--- src/rtl/uart_rx_os16.sv ---
// 8N1-style UART receiver driven by a 16x oversampling strobe.
// Samples each bit at mid-bit and hands bytes out through a valid/ready holding register.
module uart_rx_os16 #(
  parameter int DBIT    = 8,
  parameter int SB_TICK = 16
) (
  input  logic            clk,
  input  logic            reset,
  input  logic            s_tick,
  input  logic            rx,
  input  logic            rx_ready,
  output logic            rx_valid,
  output logic [DBIT-1:0] rx_data,
  output logic            frame_err,
  output logic            overrun
);

  localparam int BW = $clog2(DBIT);
  localparam int SW = $clog2(SB_TICK);

  localparam logic [3:0]    TICK_MID  = 4'd7;
  localparam logic [3:0]    TICK_LAST = 4'd15;
  localparam logic [BW-1:0] BIT_LAST  = BW'(DBIT - 1);
  localparam logic [SW-1:0] STOP_LAST = SW'(SB_TICK - 1);

  typedef enum logic [1:0] {
    IDLE  = 2'd0,
    START = 2'd1,
    DATA  = 2'd2,
    STOP  = 2'd3
  } state_e;

  // ---------------------------------------------------------------------------
  // Line synchroniser; resets to the idle (high) level so reset never looks
  // like a start bit.
  // ---------------------------------------------------------------------------
  logic rx_meta_q, rx_meta_d;
  logic rx_s_q, rx_s_d;

  always_comb begin
    rx_meta_d = rx;
    rx_s_d    = rx_meta_q;
  end

  always_ff @(posedge clk or posedge reset) begin
    if (reset) begin
      rx_meta_q <= 1'b1;
      rx_s_q    <= 1'b1;
    end else begin
      rx_meta_q <= rx_meta_d;
      rx_s_q    <= rx_s_d;
    end
  end

  // ---------------------------------------------------------------------------
  // Frame FSM
  // ---------------------------------------------------------------------------
  state_e          state_q, state_d;
  logic [3:0]      tick_cnt_q, tick_cnt_d;
  logic [BW-1:0]   bit_cnt_q, bit_cnt_d;
  logic [SW-1:0]   stop_cnt_q, stop_cnt_d;
  logic [DBIT-1:0] sh_q, sh_d;
  logic            frame_done;

  always_ff @(posedge clk or posedge reset) begin
    if (reset) begin
      state_q    <= IDLE;
      tick_cnt_q <= '0;
      bit_cnt_q  <= '0;
      stop_cnt_q <= '0;
      sh_q       <= '0;
    end else begin
      state_q    <= state_d;
      tick_cnt_q <= tick_cnt_d;
      bit_cnt_q  <= bit_cnt_d;
      stop_cnt_q <= stop_cnt_d;
      sh_q       <= sh_d;
    end
  end

  always_comb begin
    state_d    = state_q;
    tick_cnt_d = tick_cnt_q;
    bit_cnt_d  = bit_cnt_q;
    stop_cnt_d = stop_cnt_q;
    sh_d       = sh_q;
    frame_done = 1'b0;

    unique case (state_q)
      IDLE: begin
        // s_tick is deliberately ignored here, so a tick on the detect cycle is not counted
        if (!rx_s_q) begin
          state_d    = START;
          tick_cnt_d = '0;
        end
      end

      START: begin
        if (s_tick) begin
          if (tick_cnt_q == TICK_MID) begin
            if (!rx_s_q) begin
              state_d    = DATA;
              tick_cnt_d = '0;
              bit_cnt_d  = '0;
            end else begin
              state_d = IDLE;
            end
          end else begin
            tick_cnt_d = tick_cnt_q + 4'd1;
          end
        end
      end

      DATA: begin
        if (s_tick) begin
          if (tick_cnt_q == TICK_LAST) begin
            sh_d       = {rx_s_q, sh_q[DBIT-1:1]};
            tick_cnt_d = '0;
            if (bit_cnt_q == BIT_LAST) begin
              state_d    = STOP;
              stop_cnt_d = '0;
            end else begin
              bit_cnt_d = bit_cnt_q + 1'b1;
            end
          end else begin
            tick_cnt_d = tick_cnt_q + 4'd1;
          end
        end
      end

      STOP: begin
        if (s_tick) begin
          if (stop_cnt_q == STOP_LAST) begin
            frame_done = 1'b1;
            state_d    = IDLE;
          end else begin
            stop_cnt_d = stop_cnt_q + 1'b1;
          end
        end
      end

      default: state_d = IDLE;
    endcase
  end

  // ---------------------------------------------------------------------------
  // Holding register
  // ---------------------------------------------------------------------------
  logic            rx_valid_q, rx_valid_d;
  logic [DBIT-1:0] rx_data_q, rx_data_d;
  logic            frame_err_q, frame_err_d;
  logic            overrun_q, overrun_d;
  logic            consume;

  assign consume = rx_valid_q & rx_ready;

  always_comb begin
    rx_valid_d  = rx_valid_q;
    rx_data_d   = rx_data_q;
    frame_err_d = frame_err_q;
    overrun_d   = overrun_q;

    if (frame_done) begin
      if (!rx_valid_q || rx_ready) begin
        // Bad stop bit still delivers the byte, just flagged
        rx_data_d   = sh_q;
        frame_err_d = ~rx_s_q;
        rx_valid_d  = 1'b1;
        if (consume) overrun_d = 1'b0;
      end else begin
        overrun_d = 1'b1;
      end
    end else if (consume) begin
      rx_valid_d = 1'b0;
      overrun_d  = 1'b0;
    end
  end

  always_ff @(posedge clk or posedge reset) begin
    if (reset) begin
      rx_valid_q  <= 1'b0;
      rx_data_q   <= '0;
      frame_err_q <= 1'b0;
      overrun_q   <= 1'b0;
    end else begin
      rx_valid_q  <= rx_valid_d;
      rx_data_q   <= rx_data_d;
      frame_err_q <= frame_err_d;
      overrun_q   <= overrun_d;
    end
  end

  assign rx_valid  = rx_valid_q;
  assign rx_data   = rx_data_q;
  assign frame_err = frame_err_q;
  assign overrun   = overrun_q;

endmodule

--- config.mk ---
export PLATFORM = sky130hd
export DESIGN_NAME = uart_rx_os16
export DESIGN_NICKNAME = d
export VERILOG_FILES = /design/src/rtl/uart_rx_os16.sv
export SDC_FILE = /design/constraint.sdc
export NUM_CORES = 1
export LEC_CHECK = 0
export CAP_MARGIN = 10
export CORE_MARGIN = 5
export CORE_UTILIZATION = 60
export DETAILED_ROUTE_END_ITERATION = 10
export PLACE_DENSITY = 0.79
export SYNTH_ARGS = -nofsm -noshare
export SYNTH_HDL_FRONTEND = slang
export SYNTH_SLANG_ARGS = --single-unit
--- constraint.sdc ---
create_clock -name clk -period 3.4 [get_ports clk]
set_input_delay 0.68 -clock clk [delete_from_list [all_inputs] [get_ports clk]]
set_output_delay 0.68 -clock clk [all_outputs]
set_load 0.05 [all_outputs]
# Word-level counts from Yosys, hierarchy flattened

Cells that the tools add are included.

Flip-flop bits (word level): 34
Word-level logic and storage cells: 87

Eq/ne operators: 19
Add/sub/neg operators: 3
Bitwise logic cells: 2
Mux-type cells: 38
Reductions and logical operators: 14

Operators with widths:

| cell                                          | number |
|---|---|
| two-way mux 4 bit                             | 10 |
| != test 2 bit, second input constant          | 11 |
| two-way mux 2 bit                             | 9 |
| two-way mux 3 bit                             | 6 |
| case mux 4 bit (3 select lines)               | 1 |
| two-way mux 1 bit                             | 9 |
| adder 4 x 1 -> 4 bit, second input constant   | 2 |
| == test 4 bit, second input constant          | 2 |
| case mux 2 bit (4 select lines)               | 1 |
| case mux 4 bit (2 select lines)               | 1 |
| AND reduction 8 bit                           | 1 |
| AND reduction 7 bit                           | 1 |
| case mux 3 bit (2 select lines)               | 1 |
| AND reduction 3 bit                           | 2 |
| AND reduction 6 bit                           | 1 |
| nonzero test 2 bit                            | 3 |
| == test 2 bit, second input constant          | 2 |
| == test 4 x 3 -> 1 bit, second input constant | 1 |
| AND reduction 2 bit                           | 2 |
| adder 3 x 1 -> 3 bit, second input constant   | 1 |
| == test 3 bit, second input constant          | 1 |
| nonzero test 3 bit                            | 1 |
| == test 2 x 1 -> 1 bit, second input constant | 1 |
| logical NOT 2 bit                             | 1 |
| other kinds (5)                               | 5 |

# Logic depth before layout (Yosys ltp)

Gate-level depths: netlist (run 1).

Word-level depth: 6
Gate-level depth with buffers: 8
Gate-level depth less buffers: 6

# Worst setup path before layout (run 1)

No wires, ideal clock.

Path type: flip-flop to flip-flop
From: reg state_q[0]
To: reg tick_cnt_q[2]
Buffers on the path: 2
Cell stages (with the launch flop): 9
Arrival time: 1.805 ns
Setup time: 0.124 ns
Clock period less this slack: 1.929 ns
Data required time: 3.276 ns
Setup slack: 1.471 ns
Cell sequence: dfrtp_1 inv_1 ha_1 buf_6 or2_1 buf_6 a21o_1 a21o_1 a211o_1

Cells in the longest elaborated chain, start to end: 3
Elaborated cells on any way between the ends: 8
Those cells by class: eq/ne: 4; mux: 1; reduce/logical: 3

RTL lines:

| item                                                                 | RTL line | RTL |
|---|---|---|
| start, declared                                                      | 58       | `state_e state_q, state_d;` |
| start signal, assigned                                               | 73       | `state_q <= state_d;` |
| == test 2 x 1 -> 1 bit, or another cell as far along                 | 89       | `unique case (state_q)` |
| != test 2 bit (no source line) or nonzero test 3 bit (tied branches) | --       |  |
| AND reduction 3 bit (no source line)                                 | --       |  |
| end signal, assigned                                                 | 74       | `tick_cnt_q <= tick_cnt_d;` |
| end, declared                                                        | 59       | `logic [3:0] tick_cnt_q, tick_cnt_d;` |

Parallel ways exist; a longest one is shown, timed or not.
A chain may end at the register's enable or synchronous reset.

# Final worst setup path (run 1)

From: in s_tick
To: reg rx_data_q[4] (netlist: rx_data[4])

Cells in the longest elaborated chain, start to end: 3

RTL lines:

| item                                 | RTL line | RTL |
|---|---|---|
| start, declared                      | 9        | `input logic s_tick,` |
| two-way mux 1 bit                    | 132      | `if (s_tick) begin` |
| two-way mux 1 bit                    | 89       |  |
| AND reduction 2 bit (no source line) | --       |  |
| end signal, assigned                 | 187      | `rx_data_q <= rx_data_d;` |
| end, declared                        | 150      | `logic [DBIT-1:0] rx_data_q, rx_data_d;` |

Every way passes these cells.

==> impl_metrics.py, run 1 <==
metrics = {
    "place": {
        "place_ws_ns": 0.752,
        "portBuffers": 15,
        "place_inst": 186,
        "place_hpwl_um": 2440,
        "place.gp.congestion": 0.842,
    },
    "die": {
        "fp.dieH_um": 63.6,
        "die_w_um": 63.6,
        "core_area_um2": 2760,
        "initial_utilization_pct": 62.5,
        "die_area_um2": 4050,
        "ios": 16,
        "rows": 19,
    },
    "clock_tree": {
        "cts_setup_buffers": 0,
        "clock_path_buffers": 2,
        "cts.repair.resized": 0,
        "cts_buffers": 5,
        "clk_latency_ns": 0.34,
        "cts_hold_buf": 0,
        "root_buffer": "clkbuf_4",
        "tritoncts": "built",
        "h-tree-depth": 2,
        "cts.sinks": 34,
        "clkTransAtPathRegs_ns": 0.10,
    },
    "routing": {
        "routed-wl-met3_um": 155,
        "wl_per_cell_um": 16.6,
        "met1_length_um": 1380,
        "dr_wl_met2_um": 1630,
        "antenna_left": 0,
        "dr.pass1.iters": 5,
        "top_layer": "met4",
        "first_iter_violations": 67,
        "dr_total_vias": 1179,
        "routed_via_density": 6.08,
        "wirelength_um": 3220,
        "drc_errors": 0,
    },
    "finish": {
        "nets": 177,
        "final_layout_size_suffix_gt1_share_pct": 20.2,
        "multiInputGateArea_um2": 790,
        "diodes": 0,
        "regArea_um2": 853,
        "area_growth_syn_to_layout_pct": 12.6,
        "nFillCells": 203,
        "stdcell_count": 194,
    },
    "yosys": {
        "synth.area.top_cells": "dfrtp_1 (46%), ha_1 (7.3%), mux2_2 (7.2%)",
        "syn_area_um2": 1720,
        "syn_nets": 159,
        "synthCells": 144,
        "ys_ff_latch": 34,
        "ys_seq_area_share_pct": 49.5,
        "syn_area_per_cell_um2": 12.0,
        "ys_warn_count": 0,
        "synth.top_cell.area_share_pct": 46.4,
        "ys_types": 41,
        "yosys.area.top_type": "dfrtp_1",
    },
    "sta": {
        "worst_slew_pin_slew_ns": 0.612,
        "layout_setup_ws_ns": 1.09,
        "clock.fmax_ghz": 0.433,
        "final_min_period_over_clock_period_pct": 68.0,
        "fin_skew_ns": 0.0126,
        "setup_tns_ns": 0,
        "slew_violations": 0,
        "setup_violations": 0,
        "rsz0062_at_grt": "no",
        "period_needed_ns": 2.31,
        "relSlewSlack_pct": 59.2,
        "hold_viol": 0,
    },
    "setup_path": {
        "critPathKind": "input port to register",
        "required_ns": 3.63,
        "critPathMaxFanout": 10,
        "cp-start-kind": "input port",
        "end_kind": "register",
        "critPathArrivalTime_ns": 2.54,
    },
    "power_and_ir_drop": {
        "power_per_cell_area_nw_per_um2": 520,
        "internal_power_uw": 662,
        "switching_share_pct": 34.4,
        "ir_worst_vdd_uv": 441,
        "power.net_switching_uw": 348,
        "clkPwrFrac_pct": 23.0,
        "leakagePower_nw": 0.947,
        "seqPwrFrac_pct": 47.8,
        "power_frac_comb_pct": 29.2,
    },
    "global_route": {
        "antenna_found_initial": 0,
        "grt-ovfl-total": 0,
        "grt_pass1_vias": 1242,
        "grt_pass1_wl_um": 5790,
        "grt_usage_pct": 18.3,
        "grt_max_degree": 19,
    },
    "min_path": {
        "hold_class": "register to register",
    },
    "job": {
        "maxCapViolCount": 0,
    },
    "outcome": {
        "status": "completed",
    },
}
worst paths after layout:
path	start	to	slack, ns	cells past startpoint
setup / recovery	s_tick	rx_data[4]	1.09	4
hold / removal	rx_meta_q	rx_s_q	0.36	0
setup reg to reg	state_q[0]	tick_cnt_q[2]	1.33	6
hold reg to reg	rx_meta_q	rx_s_q	0.36	0
max in group asynchronous	reset	rx_meta_q	1.95	3
min in group asynchronous	reset	rx_data[3]	0.71	2
layer usage:
| layer | global-route usage, % | vias up |
|---|---|---|
| met1 | 22.2 | 588 |
| met3 | 5.86 | 5 |
| met5 | 0 | - |
| li1 | - | 554 |
| met4 | 6.23 | 0 |
| met2 | 30.3 | 32 |
power by group through the flow:
stage,combinational [mW],sequential [mW],clock [mW]
3_5_place_dp,0.294,0.490,0
4_1_cts,0.295,0.482,0.239
3_3_place_gp,0.270,0.486,0
5_1_grt,0.339,0.489,0.261
2_1_floorplan,0.246,0.483,0
6_report,0.295,0.483,0.232
kinds of logic after synthesis:
logic type	count (synthesis)	synth area share, %
adders and majority gates	10	7.26
and+or+nand+nor	35	11.1
muxes	22	15.9
buffers and inverters	15	4.72
AOI/OAI and AO/OA	28	11.5
DFF	34	49.5
layout by cell type, fill, tap and decap left out, types with 2 or more instances in the layout:
cell	n
a21o_1	2
a21oi_1	6
clkbuf_4	5
clkdlybuf4s50_1	15
dfrtp_1	32
dfstp_2	2
ha_1	10
inv_1	10
mux2_2	11
mux2_4	8
mux2i_1	3
nand2_1	7
nand3_1	5
nand4_1	2
nor2_1	5
nor2b_1	3
nor3_1	2
o21ai_0	4
o22ai_1	2
o31ai_1	3
o32a_1	2
or2_2	2
synthesized netlist by cell type, drive strengths merged:
| cell type | n |
|---|---|
| o21a | 1 |
| a31oi | 1 |
| a21o | 2 |
| nor3 | 2 |
| a211o | 1 |
| o31a | 1 |
| or3 | 1 |
| and4 | 1 |
| nand3 | 5 |
| nor3b | 1 |
| o2111a | 1 |
| nand2 | 7 |
| nand2b | 1 |
| nand4b | 1 |
| and4b | 1 |
| clkbuf | 1 |
| buf | 4 |
| o22ai | 2 |
| o21ai | 4 |
| o211ai | 1 |
| dfrtp | 32 |
| o31ai | 3 |
| or2 | 3 |
| a2111oi | 1 |
| mux2 | 19 |
| nor2b | 3 |
| inv | 10 |
| ha | 10 |
| nand4 | 2 |
| a222oi | 1 |
| and3 | 1 |
| nor2 | 5 |
| dfstp | 2 |
| mux2i | 3 |
| o32a | 2 |
| a22o | 1 |
| nand3b | 1 |
| a21oi | 6 |
flip-flops by register name, summed over array words and instances (netlist names), 3 cells and up, named ones only:
name,count
stop_cnt_q,4
rx_data,8
sh_q,8
tick_cnt_q,4
bit_cnt_q,3
worst max-delay path, stage by stage:
cell and delay (ns):
clkdlybuf4s50_1 0.65, nand2_1 0.17, or3_1 0.64, mux2_4 0.39
area by class of cell:
class,instances,share of cell area (%)
clock inverter,2,0.645
inverter,10,1.93
multi-input combinational,95,40.7
timing repair buffer,16,8.12
clock buffer,6,2.64
sequential,34,44.0
tap,31,2.00
metrics by stage:
step           hold WS [ns]  utilization [%]  instance area [um^2]  total power, mW
2_1_floorplan         0.345                -                  1720            0.729
3_3_place_gp          0.346             68.1                  1880            0.757
3_5_place_dp          0.349             68.1                  1880            0.784
4_1_cts               0.363             70.4                  1940             1.02
5_1_grt               0.368             70.4                  1940             1.09
6_report              0.360             70.4                  1940             1.01
Power figures use the tool's default switching activity.
==> inputs of run 2 (changes only) <==
- CORE_UTILIZATION: 60 -> 51
- PLACE_DENSITY: 0.79 -> 0.71
- clock period: 3.4 -> 2.08 ns (I/O delays scaled with it)
==> run 2 against run 1 <==
Against the previous run: combinational power is 74% higher; total power is 77% higher; critical path depth is 3 lower; sequential power is 62% higher; count of clock-buffer cells in the layout is 1 lower; via count is 2.0% lower; final cell count is 11% higher; die area is 15% higher; worst hold slack better by 0.0038 ns; sequential share of layout area is 2.0 points lower; first-iteration DRC count is 9.0% lower; routed wire length is 4.4% lower.
==> impl_metrics.py, run 2 (same netlist as run 1, synthesis figures left out) <==
metrics = {
    "clock_tree": {
        "cts_hold_buf": 0,
        "clock_path_buffers": 2,
        "h-tree-depth": 2,
        "cts_buffers": 5,
        "clkTransAtPathRegs_ns": 0.11,
        "cts.repair.resized": 0,
        "clk_latency_ns": 0.34,
        "cts.sinks": 34,
        "root_buffer": "clkbuf_4",
        "cts_setup_buffers": 0,
        "tritoncts": "built",
    },
    "job": {
        "maxCapViolCount": 0,
    },
    "place": {
        "place_inst": 208,
        "place_hpwl_um": 2210,
        "post_dp_cell_area_um2": 1950,
        "place.gp.congestion": 0.795,
        "place_ws_ns": 0.0246,
        "portBuffers": 15,
    },
    "setup_path": {
        "critPathArrivalTime_ns": 1.53,
        "critPathMaxFanout": 4,
        "path_delay_family": "buffers and inverters",
        "required_ns": 1.66,
        "end_kind": "primary output",
        "cpPeakStageDelay_ns": 0.82,
        "worst-path-buf-inv": 1,
        "crit_chain": "clkdlybuf4s50_1",
        "crit_slowest_cell": "clkdlybuf4s50_1",
        "cp-start-kind": "register",
        "critPathKind": "register to primary output",
    },
    "finish": {
        "nFillCells": 278,
        "stdcell_count": 216,
        "final_area_um2": 2030,
        "diodes": 0,
        "area_growth_syn_to_layout_pct": 17.9,
        "fin_util_pct": 61.4,
        "final_cell_mix": "dfrtp_1 (32), clkdlybuf4s50_1 (15), mux2_2 (11), inv_1 (10), ha_1 (10)",
        "layout_commonest_cell": "dfrtp_1",
        "regArea_um2": 853,
        "final_layout_size_suffix_gt1_share_pct": 23.5,
        "multiInputGateArea_um2": 791,
        "nets": 184,
    },
    "sta": {
        "rsz0062_at_grt": "no",
        "final_min_period_over_clock_period_pct": 93.6,
        "worst_slew_pin_slew_ns": 0.511,
        "fin_skew_ns": 0.0112,
        "relSlewSlack_pct": 65.8,
        "period_needed_ns": 1.95,
        "clock.fmax_ghz": 0.513,
        "slew_violations": 0,
        "timing.hold.ws_ns": 0.364,
        "layout_setup_ws_ns": 0.132,
        "hold_viol": 0,
        "setup_violations": 0,
        "setup_tns_ns": 0,
    },
    "die": {
        "die_w_um": 68.1,
        "rows": 21,
        "fp.dieH_um": 68.1,
        "die_area_um2": 4640,
        "ios": 16,
        "initial_utilization_pct": 52.1,
        "core_area_um2": 3310,
    },
    "routing": {
        "first_iter_violations": 61,
        "drc_errors": 0,
        "routed_via_density": 5.35,
        "wl_per_cell_um": 14.2,
        "antenna_left": 0,
        "wirelength_um": 3070,
        "dr.pass1.iters": 4,
        "dr_total_vias": 1156,
    },
    "global_route": {
        "antenna_found_initial": 0,
        "grt_pass1_wl_um": 5420,
        "grt-ovfl-total": 0,
        "grt_usage_pct": 15.8,
        "grt_max_degree": 35,
        "grt_pass1_vias": 1249,
    },
    "min_path": {
        "hold_class": "register to register",
    },
    "power_and_ir_drop": {
        "power.net_switching_uw": 588,
        "leakagePower_nw": 0.984,
        "clkPwrFrac_pct": 27.3,
        "power_frac_comb_pct": 28.7,
        "ir_worst_vdd_uv": 503,
        "seqPwrFrac_pct": 43.9,
        "internal_power_mw": 1.20,
        "power.total_mw": 1.78,
        "switching_share_pct": 33.0,
        "power_per_cell_area_nw_per_um2": 878,
    },
    "outcome": {
        "status": "completed",
    },
}
-- run 2: cell count changes in the layout (fill, tap and decap cells not counted) --
cell        delta
buf_4          +7
a2111oi_0      -1
a2111oi_1      +1
bufinv_16      +1
clkbuf_8       -1
clkinv_2       -1
clkinvlp_4     +1
-- run 2: layer usage --
metal | global-route usage [%] | routed length (um) | vias up
met1 | 19.8 | 1450 | 563
met5 | 0 | 0 | -
met3 | 4.11 | 110 | 5
met4 | 8.19 | 42 | 0
met2 | 25.0 | 1470 | 16
li1 | - | - | 572
-- run 2: worst paths after layout --
check	from	to	slack, ns	cells after the start
max	rx_valid	rx_valid	0.13	1
min	rx_meta_q	rx_s_q	0.36	0
max reg2reg	register	tick_cnt_q[2]	0.15	6
min reg2reg	rx_meta_q	rx_s_q	0.36	0
max in group asynchronous	reset	rx_s_q	1.28	3
min in group asynchronous	reset	rx_data[4]	0.46	3
-- run 2: worst register-to-register path, stage by stage (launching register included) --
cell and delay (ns):
dfrtp_1 0.42, inv_1 0.12, ha_1 0.26, or2_1 0.32, a21o_1 0.24, a21o_1 0.19, a211o_1 0.29
-- run 2: area by class of cell --
class                      instances  area share [%]
multi-input combinational         95            38.9
clock inverter                     3            2.22
clock buffer                       5            1.85
tap                               46            2.83
sequential                        34            42.0
timing repair buffer              23            10.3
inverter                          10            1.85
-- run 2: power groups by stage --
| stage | registers, mW | logic, mW | clock network [mW] |
|---|---|---|---|
| after global placement | 0.786 | 0.481 | 0 |
| after floorplan | 0.790 | 0.403 | 0 |
| after detailed placement | 0.795 | 0.508 | 0 |
| after global routing | 0.793 | 0.587 | 0.531 |
| final | 0.783 | 0.512 | 0.488 |
| after CTS | 0.782 | 0.510 | 0.500 |
